### src/rtl/mem_arbiter.sv
// mem_arbiter: shares one memory port between icache refills and dcache
// refills/writebacks. Only one memory transaction is in flight at a time.
// Optional build macro ARB_ROUND_ROBIN_EN: when defined, ties alternate between
// requesters. When undefined, the dcache wins ties.
module mem_arbiter #(
  parameter int DATA_W = 128
) (
  input  logic              clk,
  input  logic              reset,
  // icache port (reads only)
  input  logic              ic_req_valid,
  input  logic [31:0]       ic_req_addr,
  output logic              ic_req_ready,
  output logic              ic_resp_valid,
  output logic [DATA_W-1:0] ic_resp_data,
  // dcache port (reads and writebacks)
  input  logic              dc_req_valid,
  input  logic              dc_req_rw,
  input  logic [31:0]       dc_req_addr,
  input  logic [DATA_W-1:0] dc_req_data,
  output logic              dc_req_ready,
  output logic              dc_resp_valid,
  output logic [DATA_W-1:0] dc_resp_data,
  // shared memory port
  output logic              mem_req_valid,
  output logic              mem_req_rw,
  output logic [31:0]       mem_req_addr,
  output logic [DATA_W-1:0] mem_req_data,
  input  logic              mem_req_ready,
  input  logic              mem_resp_valid,
  input  logic [DATA_W-1:0] mem_resp_data,
  output logic              busy
);

  typedef enum logic [1:0] {
    ST_IDLE  = 2'd0,
    ST_ISSUE = 2'd1,
    ST_WAIT  = 2'd2
  } state_e;

  state_e              state_q, state_d;
  logic                owner_dc_q, owner_dc_d;   // 1 = dcache owns the transaction
  logic                rw_q, rw_d;
  logic [31:0]         addr_q, addr_d;
  logic [DATA_W-1:0]   data_q, data_d;
  logic                ic_resp_valid_q, ic_resp_valid_d;
  logic                dc_resp_valid_q, dc_resp_valid_d;
  logic [DATA_W-1:0]   ic_resp_data_q, ic_resp_data_d;
  logic [DATA_W-1:0]   dc_resp_data_q, dc_resp_data_d;
  logic                grant_dc;

`ifdef ARB_ROUND_ROBIN_EN
  logic last_dc_q;  // 1 = dcache was granted most recently

  // A tie goes to whichever requester was not granted last.
  assign grant_dc = dc_req_valid && (!ic_req_valid || !last_dc_q);

  // Remember the most recent grant; starts as dcache-last so icache wins the first tie.
  always_ff @(posedge clk or posedge reset) begin
    if (reset) begin
      last_dc_q <= 1'b1;
    end else if (state_q == ST_IDLE && (ic_req_valid || dc_req_valid)) begin
      last_dc_q <= grant_dc;
    end
  end
`else
  // Fixed priority: dcache always wins a tie.
  assign grant_dc = dc_req_valid;
`endif

  // State and datapath registers; reset abandons any in-flight transaction.
  always_ff @(posedge clk or posedge reset) begin
    if (reset) begin
      state_q         <= ST_IDLE;
      owner_dc_q      <= 1'b0;
      rw_q            <= 1'b0;
      addr_q          <= '0;
      data_q          <= '0;
      ic_resp_valid_q <= 1'b0;
      dc_resp_valid_q <= 1'b0;
      ic_resp_data_q  <= '0;
      dc_resp_data_q  <= '0;
    end else begin
      state_q         <= state_d;
      owner_dc_q      <= owner_dc_d;
      rw_q            <= rw_d;
      addr_q          <= addr_d;
      data_q          <= data_d;
      ic_resp_valid_q <= ic_resp_valid_d;
      dc_resp_valid_q <= dc_resp_valid_d;
      ic_resp_data_q  <= ic_resp_data_d;
      dc_resp_data_q  <= dc_resp_data_d;
    end
  end

  // Next-state logic, request acceptance and response capture.
  always_comb begin
    state_d         = state_q;
    owner_dc_d      = owner_dc_q;
    rw_d            = rw_q;
    addr_d          = addr_q;
    data_d          = data_q;
    ic_resp_valid_d = 1'b0;
    dc_resp_valid_d = 1'b0;
    ic_resp_data_d  = ic_resp_data_q;
    dc_resp_data_d  = dc_resp_data_q;
    ic_req_ready    = 1'b0;
    dc_req_ready    = 1'b0;
    case (state_q)
      ST_IDLE: begin
        if (ic_req_valid || dc_req_valid) begin
          state_d = ST_ISSUE;
          if (grant_dc) begin
            dc_req_ready = 1'b1;
            owner_dc_d   = 1'b1;
            rw_d         = dc_req_rw;
            addr_d       = dc_req_addr;
            data_d       = dc_req_data;
          end else begin
            ic_req_ready = 1'b1;
            owner_dc_d   = 1'b0;
            rw_d         = 1'b0;   // icache only ever reads
            addr_d       = ic_req_addr;
            data_d       = '0;
          end
        end
      end
      ST_ISSUE: begin
        if (mem_req_ready) begin
          if (rw_q) begin
            // Writebacks complete on acceptance; only the dcache issues them.
            dc_resp_valid_d = 1'b1;
            state_d         = ST_IDLE;
          end else begin
            state_d = ST_WAIT;
          end
        end
      end
      ST_WAIT: begin
        if (mem_resp_valid) begin
          if (owner_dc_q) begin
            dc_resp_valid_d = 1'b1;
            dc_resp_data_d  = mem_resp_data;
          end else begin
            ic_resp_valid_d = 1'b1;
            ic_resp_data_d  = mem_resp_data;
          end
          state_d = ST_IDLE;
        end
      end
      default: state_d = ST_IDLE;
    endcase
  end

  assign mem_req_valid = (state_q == ST_ISSUE);
  assign mem_req_rw    = rw_q;
  assign mem_req_addr  = addr_q;
  assign mem_req_data  = data_q;
  assign ic_resp_valid = ic_resp_valid_q;
  assign dc_resp_valid = dc_resp_valid_q;
  assign ic_resp_data  = ic_resp_data_q;
  assign dc_resp_data  = dc_resp_data_q;
  assign busy          = (state_q != ST_IDLE);

endmodule

### config.mk
export PLATFORM = sky130hd
export DESIGN_NAME = mem_arbiter
export DESIGN_NICKNAME = d
export VERILOG_FILES = /design/src/rtl/mem_arbiter.sv
export SDC_FILE = /design/constraint.sdc
export NUM_CORES = 1
export LEC_CHECK = 0
export BUFFER_PORTS_ARGS = -buffer_cell sky130_fd_sc_hd__clkbuf_2
export CAP_MARGIN = 25
export CORE_AREA = 2 2 291 293
export CTS_CLUSTER_SIZE = 20
export DETAILED_ROUTE_END_ITERATION = 7
export DIE_AREA = 0 0 293 295
export PLACE_DENSITY_LB_ADDON = 0.25
export RECOVER_POWER = 100
export REMOVE_ABC_BUFFERS = 1
export SYNTH_ARGS = -nofsm -noshare
export SYNTH_HDL_FRONTEND = slang
export SYNTH_SLANG_ARGS = --single-unit
### constraint.sdc
create_clock -name clk -period 44.6 [get_ports clk]
set_input_delay 8.92 -clock clk [delete_from_list [all_inputs] [get_ports clk]]
set_output_delay 8.92 -clock clk [all_outputs]
set_load 0.02 [all_outputs]
==> impl_metrics.toml, run 1 <==
[synthesis]
ys_seq_area_share_pct = 66.0
yosysUniqueCellTypes = 28
yosys_warnings = 0
syn_avg_cell_area_um2 = 16.0
postSynthCellCount = 997
ys_seq_elements = 422
syn_area_mm2 = 0.0160

[sta]
worst_pin_slew_ps = 4090
fin_skew_ps = 20.0
finalHoldViolCount = 0
rsz0062_at_grt = "no"
fin_crit_ps = 22250
finalSetupTns_ps = 0
drv_slew = 1060
whs_ps = 477
fin_crit_sh_pct = 49.9
slew_headroom_pct = -174
fin_ws_ps = 22350
fmax_mhz = 44.9
setup_violations = 0

[floorplanning]
die_area_mm2 = 0.0864
fp.dieH_um = 295
fp.dieW_um = 293
start_util_pct = 19.2
core_area_mm2 = 0.0832
rows = 106
ioPinCount = 750

[clock_network]
cts_sinks = 422
cts_resized = 0
cts_inserted_buffers = 49
clockBufferDepth = 3
cts.root.buffer_cell = "clkbuf_16"
cts_hold_buffers = 0
htree_levels = 2
tritoncts = "built"
postCtsSetupBuffers = 0
clk_pin_slew_ps = 50
clock_latency_ps = 570

[pwr]
power_density_mw_per_mm2 = 82.9
max-vdd-ir-drop_mv = 0.0323
power_leakage_nw = 9.94

[placed_design]
gp_congestion = 0.797
portBuffers = 749
place_ws_ps = 25190
hpwl_um = 40300

[critical_path]
required_ps = 35680
crit_path_start_kind = "input port"
rr_worst_depth = 8
crit_arrival_ps = 13330
cp_max_fo = 43
reg2reg_to = "ic_resp_data[90]"
rrSetupSlack_ps = 36430
critPathKind = "input port to output pin"
worstReg2RegStart = "state_q[0]"
end_kind = "output pin"

[run_status]
violations = "capacitance limit, slew limit"
status = "finished, violations left"

[layout]
most-common-layout-cells = "clkbuf_1 (450), dfrtp_1 (422), clkbuf_2 (325)"
syn2layout_area_growth_pct = 34.7
n_fill_cell = 8936
drive_gt1_share_pct = 32.8
final_common_cell = "clkbuf_1"
multi_input_area_mm2 = 0.00476
regArea_mm2 = 0.0106
final_core_util_pct = 25.9
nets = 2073

[drt]
drt_iter0_markers = 294
wl_um = 54200
vias = 11300
ant_nets = 0
wire_per_inst_um = 19.0
drc = 0
dr.pass1.iters = 4
vias_per_cell = 3.95

[worst_hold_path]
hold_depth = 2
hold_path_end = "mem_req_addr[13]"
min-delay-start = "mem_req_addr[13]"
min_path_type = "flip-flop to flip-flop"

[flow_run]
max-cap-violations = 18

[global_routing]
grt_usage_pct = 12.0
grt_max_degree = 90
grt_overflow = 0
first_global_vias = 12400
grt_pass1_wl_um = 79400
antenna_found_initial = 9
## power breakdown
group	switching [mW]	leakage [nW]	internal (mW)	total [mW]
clock network	0.156	0.771	0.241	0.397
logic	0.472	3.93	0.238	0.710
registers	0.106	5.24	0.572	0.679
total	0.734	9.94	1.05	1.79
## per-stage QoR
stage                     cell area (um^2)  total power [mW]  cells
after global placement               20700              1.45   2771
after detailed placement             20700              1.47   2771
after floorplan                      15500              1.15    929
final                                21500              1.79   2857
after global routing                 21500              1.89   2854
after CTS                            22300              1.88   2852
## layer usage
metal | vias up | wire length [um] | track usage [%]
met1 | 5556 | 19800 | 12.9
met3 | 122 | 4550 | 4.32
met5 | - | 79 | 0
li1 | 5094 | - | -
met2 | 499 | 27500 | 21.3
met4 | 12 | 2270 | 5.20
## critical path, stage by stage
cell	delay, ps
clkbuf_2	70
clkbuf_1	1750
and2_0	2170
clkbuf_1	350
## area by class of cell
class	instances	area share [%]
sequential	422	49.0
antenna	4	0.0465
clock inverter	13	0.900
inverter	5	0.0988
multi-input combinational	502	22.1
tap	1080	6.27
clock buffer	68	6.35
timing repair buffer	763	15.2
## state kept, by name, indices dropped and copies added, names as in the netlist
register and flops:
state_q 2, mem_req_rw 1, ic_resp_valid 1, ic_resp_data 128, dc_resp_valid 1, mem_req_data 128, mem_req_addr 32, owner_dc_q 1
dc_resp_data 128
## logic make-up (layout without fill, tap and decap cells)
family | count (synthesis) | after routing | synth area share [%]
AND/OR/NAND/NOR | 44 | 44 | 1.15
flip-flops | 422 | 422 | 66.0
adder cells (fa/ha/maj) | 3 | 3 | 0.235
other | 0 | 4 | 0
buffers and inverters | 73 | 849 | 3.25
multiplexers | 289 | 289 | 21.0
AO/OA/AOI/OAI | 166 | 166 | 8.32
## synth_stat cells
cell      count  share of area, %
buf_4         1             0.047
inv_2         1             0.023
mux2_4       40               3.8
o21ai_2       1             0.055
buf_6        18               1.3
buf_8         5              0.47
nor2b_1       2             0.078
mux2_2      183                13
o32a_1        1             0.063
buf_2        40               1.3
mux2_1       33               2.3
inv_1         4             0.094
nor3_1        1             0.031
a21boi_0      1             0.047
dfrtp_1     422                66
ha_1          3              0.23
and2_1        1             0.039
nand2b_1      1             0.039
a21o_1        1             0.047
mux2i_1      33               2.1
nand3_1       2             0.063
or2_4         1             0.055
o21ai_0      32               1.0
nand2_1      34              0.80
clkbuf_1      4             0.094
a211oi_1      1             0.047
a22o_1      129               7.1
nor2_1        2             0.047
## how the worst max path moves through the flow
stage | from | endpoint | slack (ps) | depth (start not counted)
final | dc_req_valid | dc_req_ready | 22350 | 4
after floorplan | reset | dc_resp_data[0] | 23930 | 1
after global routing | dc_req_valid | dc_req_ready | 21860 | 4
after global placement | dc_req_valid | dc_req_ready | 25220 | 4
after CTS | dc_req_valid | dc_req_ready | 25180 | 4
after detailed placement | dc_req_valid | dc_req_ready | 25190 | 4
Note: power is estimated with default switching activity, not from simulation.
==> run 2: changes to the inputs <==
==> constraint.sdc (replaced) <==
create_clock -name clk -period 19.6 [get_ports clk]
set_input_delay 3.92 -clock clk [delete_from_list [all_inputs] [get_ports clk]]
set_output_delay 3.92 -clock clk [all_outputs]
set_load 0.02 [all_outputs]
==> impl_metrics.toml, run 2 (synthesis results as in run 1) <==
[run_status]
status = "finished, violations left"
violations = "capacitance limit, slew limit"

[drt]
met2WireLength_um = 27500
drc = 0
top_layer = "met5"
wire_per_inst_um = 18.7
vias = 11300
ant_nets = 0
dr_wl_met3_um = 4680
vias_per_cell = 3.94
wl_um = 53600
drt_iter0_markers = 293
drt-met1-wl_um = 19700
dr.pass1.iters = 5

[floorplanning]
fp.dieH_um = 295
start_util_pct = 19.2
die_area_mm2 = 0.0864
ioPinCount = 750
rows = 106
fp.dieW_um = 293
core_area_mm2 = 0.0832

[sta]
fin_crit_sh_pct = 61.5
fmax_mhz = 83.0
finalSetupTns_ps = 0
rsz0062_at_grt = "no"
finalHoldViolCount = 0
worst_pin_slew_ps = 5120
fin_skew_ps = 18.2
drv_slew = 927
setup_violations = 0
fin_crit_ps = 12050
slew_headroom_pct = -243

[pwr]
power.total_mw = 4.10
seqPwrFrac_pct = 37.7
switching_share_pct = 41.0
clkPwrFrac_pct = 23.0
p_switching_mw = 1.68
max-vdd-ir-drop_mv = 0.0795
power_leakage_nw = 10.0
internal_power_mw = 2.42
pwr-share-comb_pct = 39.3
power_density_mw_per_mm2 = 189

[clock_network]
postCtsSetupBuffers = 0
clk_pin_slew_ps = 60
cts_inserted_buffers = 49
cts_sinks = 422
tritoncts = "built"
htree_levels = 2
cts_hold_buffers = 0
cts.root.buffer_cell = "clkbuf_16"
clock_latency_ps = 580
clockBufferDepth = 3
cts_resized = 0

[global_routing]
grt_max_degree = 116
grt_overflow = 0
grt_pass1_wl_um = 78400
first_global_vias = 12100
grt_usage_pct = 11.9
antenna_found_initial = 6

[flow_run]
max-cap-violations = 16

[layout]
drive_gt1_share_pct = 33.3
fin_area_mm2 = 0.0217
nets = 2074
syn2layout_area_growth_pct = 35.6
final_common_cell = "clkbuf_1"
n_fill_cell = 8986
most-common-layout-cells = "clkbuf_1 (446), dfrtp_1 (422), clkbuf_2 (325)"

[critical_path]
rrSetupSlack_ps = 12120
reg2reg_to = "dc_resp_data[74]"
cp_max_fo = 46
critPathKind = "input port to output pin"
end_kind = "output pin"
crit_path_start_kind = "input port"
worstReg2RegStart = "state_q[0]"
rr_worst_depth = 6
required_ps = 15680
crit_arrival_ps = 8130

[worst_hold_path]
min_path_type = "flip-flop to flip-flop"
hold_path_end = "mem_req_addr[0]"
min-delay-start = "mem_req_addr[0]"
hold_depth = 2

[placed_design]
gp_congestion = 0.805
portBuffers = 749
place_area_mm2 = 0.0207
hpwl_um = 40100
-- run 2: cell types whose count changed in the layout (fill, tap and decap cells not counted), moves of 2 or more --
| cell | previous run | this run |
|---|---|---|
| clkbuf_8 | 7 | 16 |
| diode_2 | 4 | 1 |
| clkbuf_1 | 450 | 446 |
| bufinv_16 | 5 | 3 |
| clkbuf_16 | 49 | 51 |
| inv_6 | 0 | 2 |
-- run 2: per-layer routing --
layer  track usage [%]  vias to the layer above
met4              4.27                        8
met2              21.1                      479
met3              4.49                       94
met5                 0                        -
met1              12.8                     5584
li1                  -                     5111
-- run 2: area by class of cell --
cell class	instances	area (um^2)	share of cell area [%]
sequential	422	10600	48.7
clock inverter	14	159	0.733
multi-input combinational	502	4760	22.0
timing repair buffer	764	3300	15.2
tap	1080	1350	6.23
clock buffer	76	1530	7.06
antenna	1	2.50	0.0115
inverter	5	21.3	0.0981
-- run 2: per-stage QoR --
stage          cells  setup WS [ps]  util [%]  hold slack [ps]
2_1_floorplan    929           3930         -              473
3_3_place_gp    2772          10280      24.9              468
3_5_place_dp    2772          10250      24.9              471
4_1_cts         2862          10250      27.0              484
5_1_grt         2863           6010      26.1              498
6_report        2864           7550      26.1              482
-- run 2: how the worst max path moves through the flow --
stage	start	to	slack [ps]	depth (start not counted)
floorplan	reset	dc_resp_data[0]	3930	1
global placement	dc_req_valid	dc_req_ready	10280	4
detailed placement	dc_req_valid	dc_req_ready	10250	4
CTS	dc_req_valid	dc_req_ready	10250	4
global route	reset	ic_resp_data[125]	6010	5
finish	dc_req_valid	dc_req_ready	7550	4
-- run 2: worst max-delay path, stage by stage --
cell and delay (ps):
clkbuf_2 70, clkbuf_1 1740, and2_0 2020, clkbuf_1 320
-- run 2: power groups by stage --
stage	registers, mW	logic, mW	clock network, mW
5_1_grt	1.60	1.73	1.02
4_1_cts	1.55	1.78	0.980
6_report	1.55	1.61	0.943
3_5_place_dp	1.56	1.78	0
2_1_floorplan	2.05	0.559	0
3_3_place_gp	1.56	1.76	0
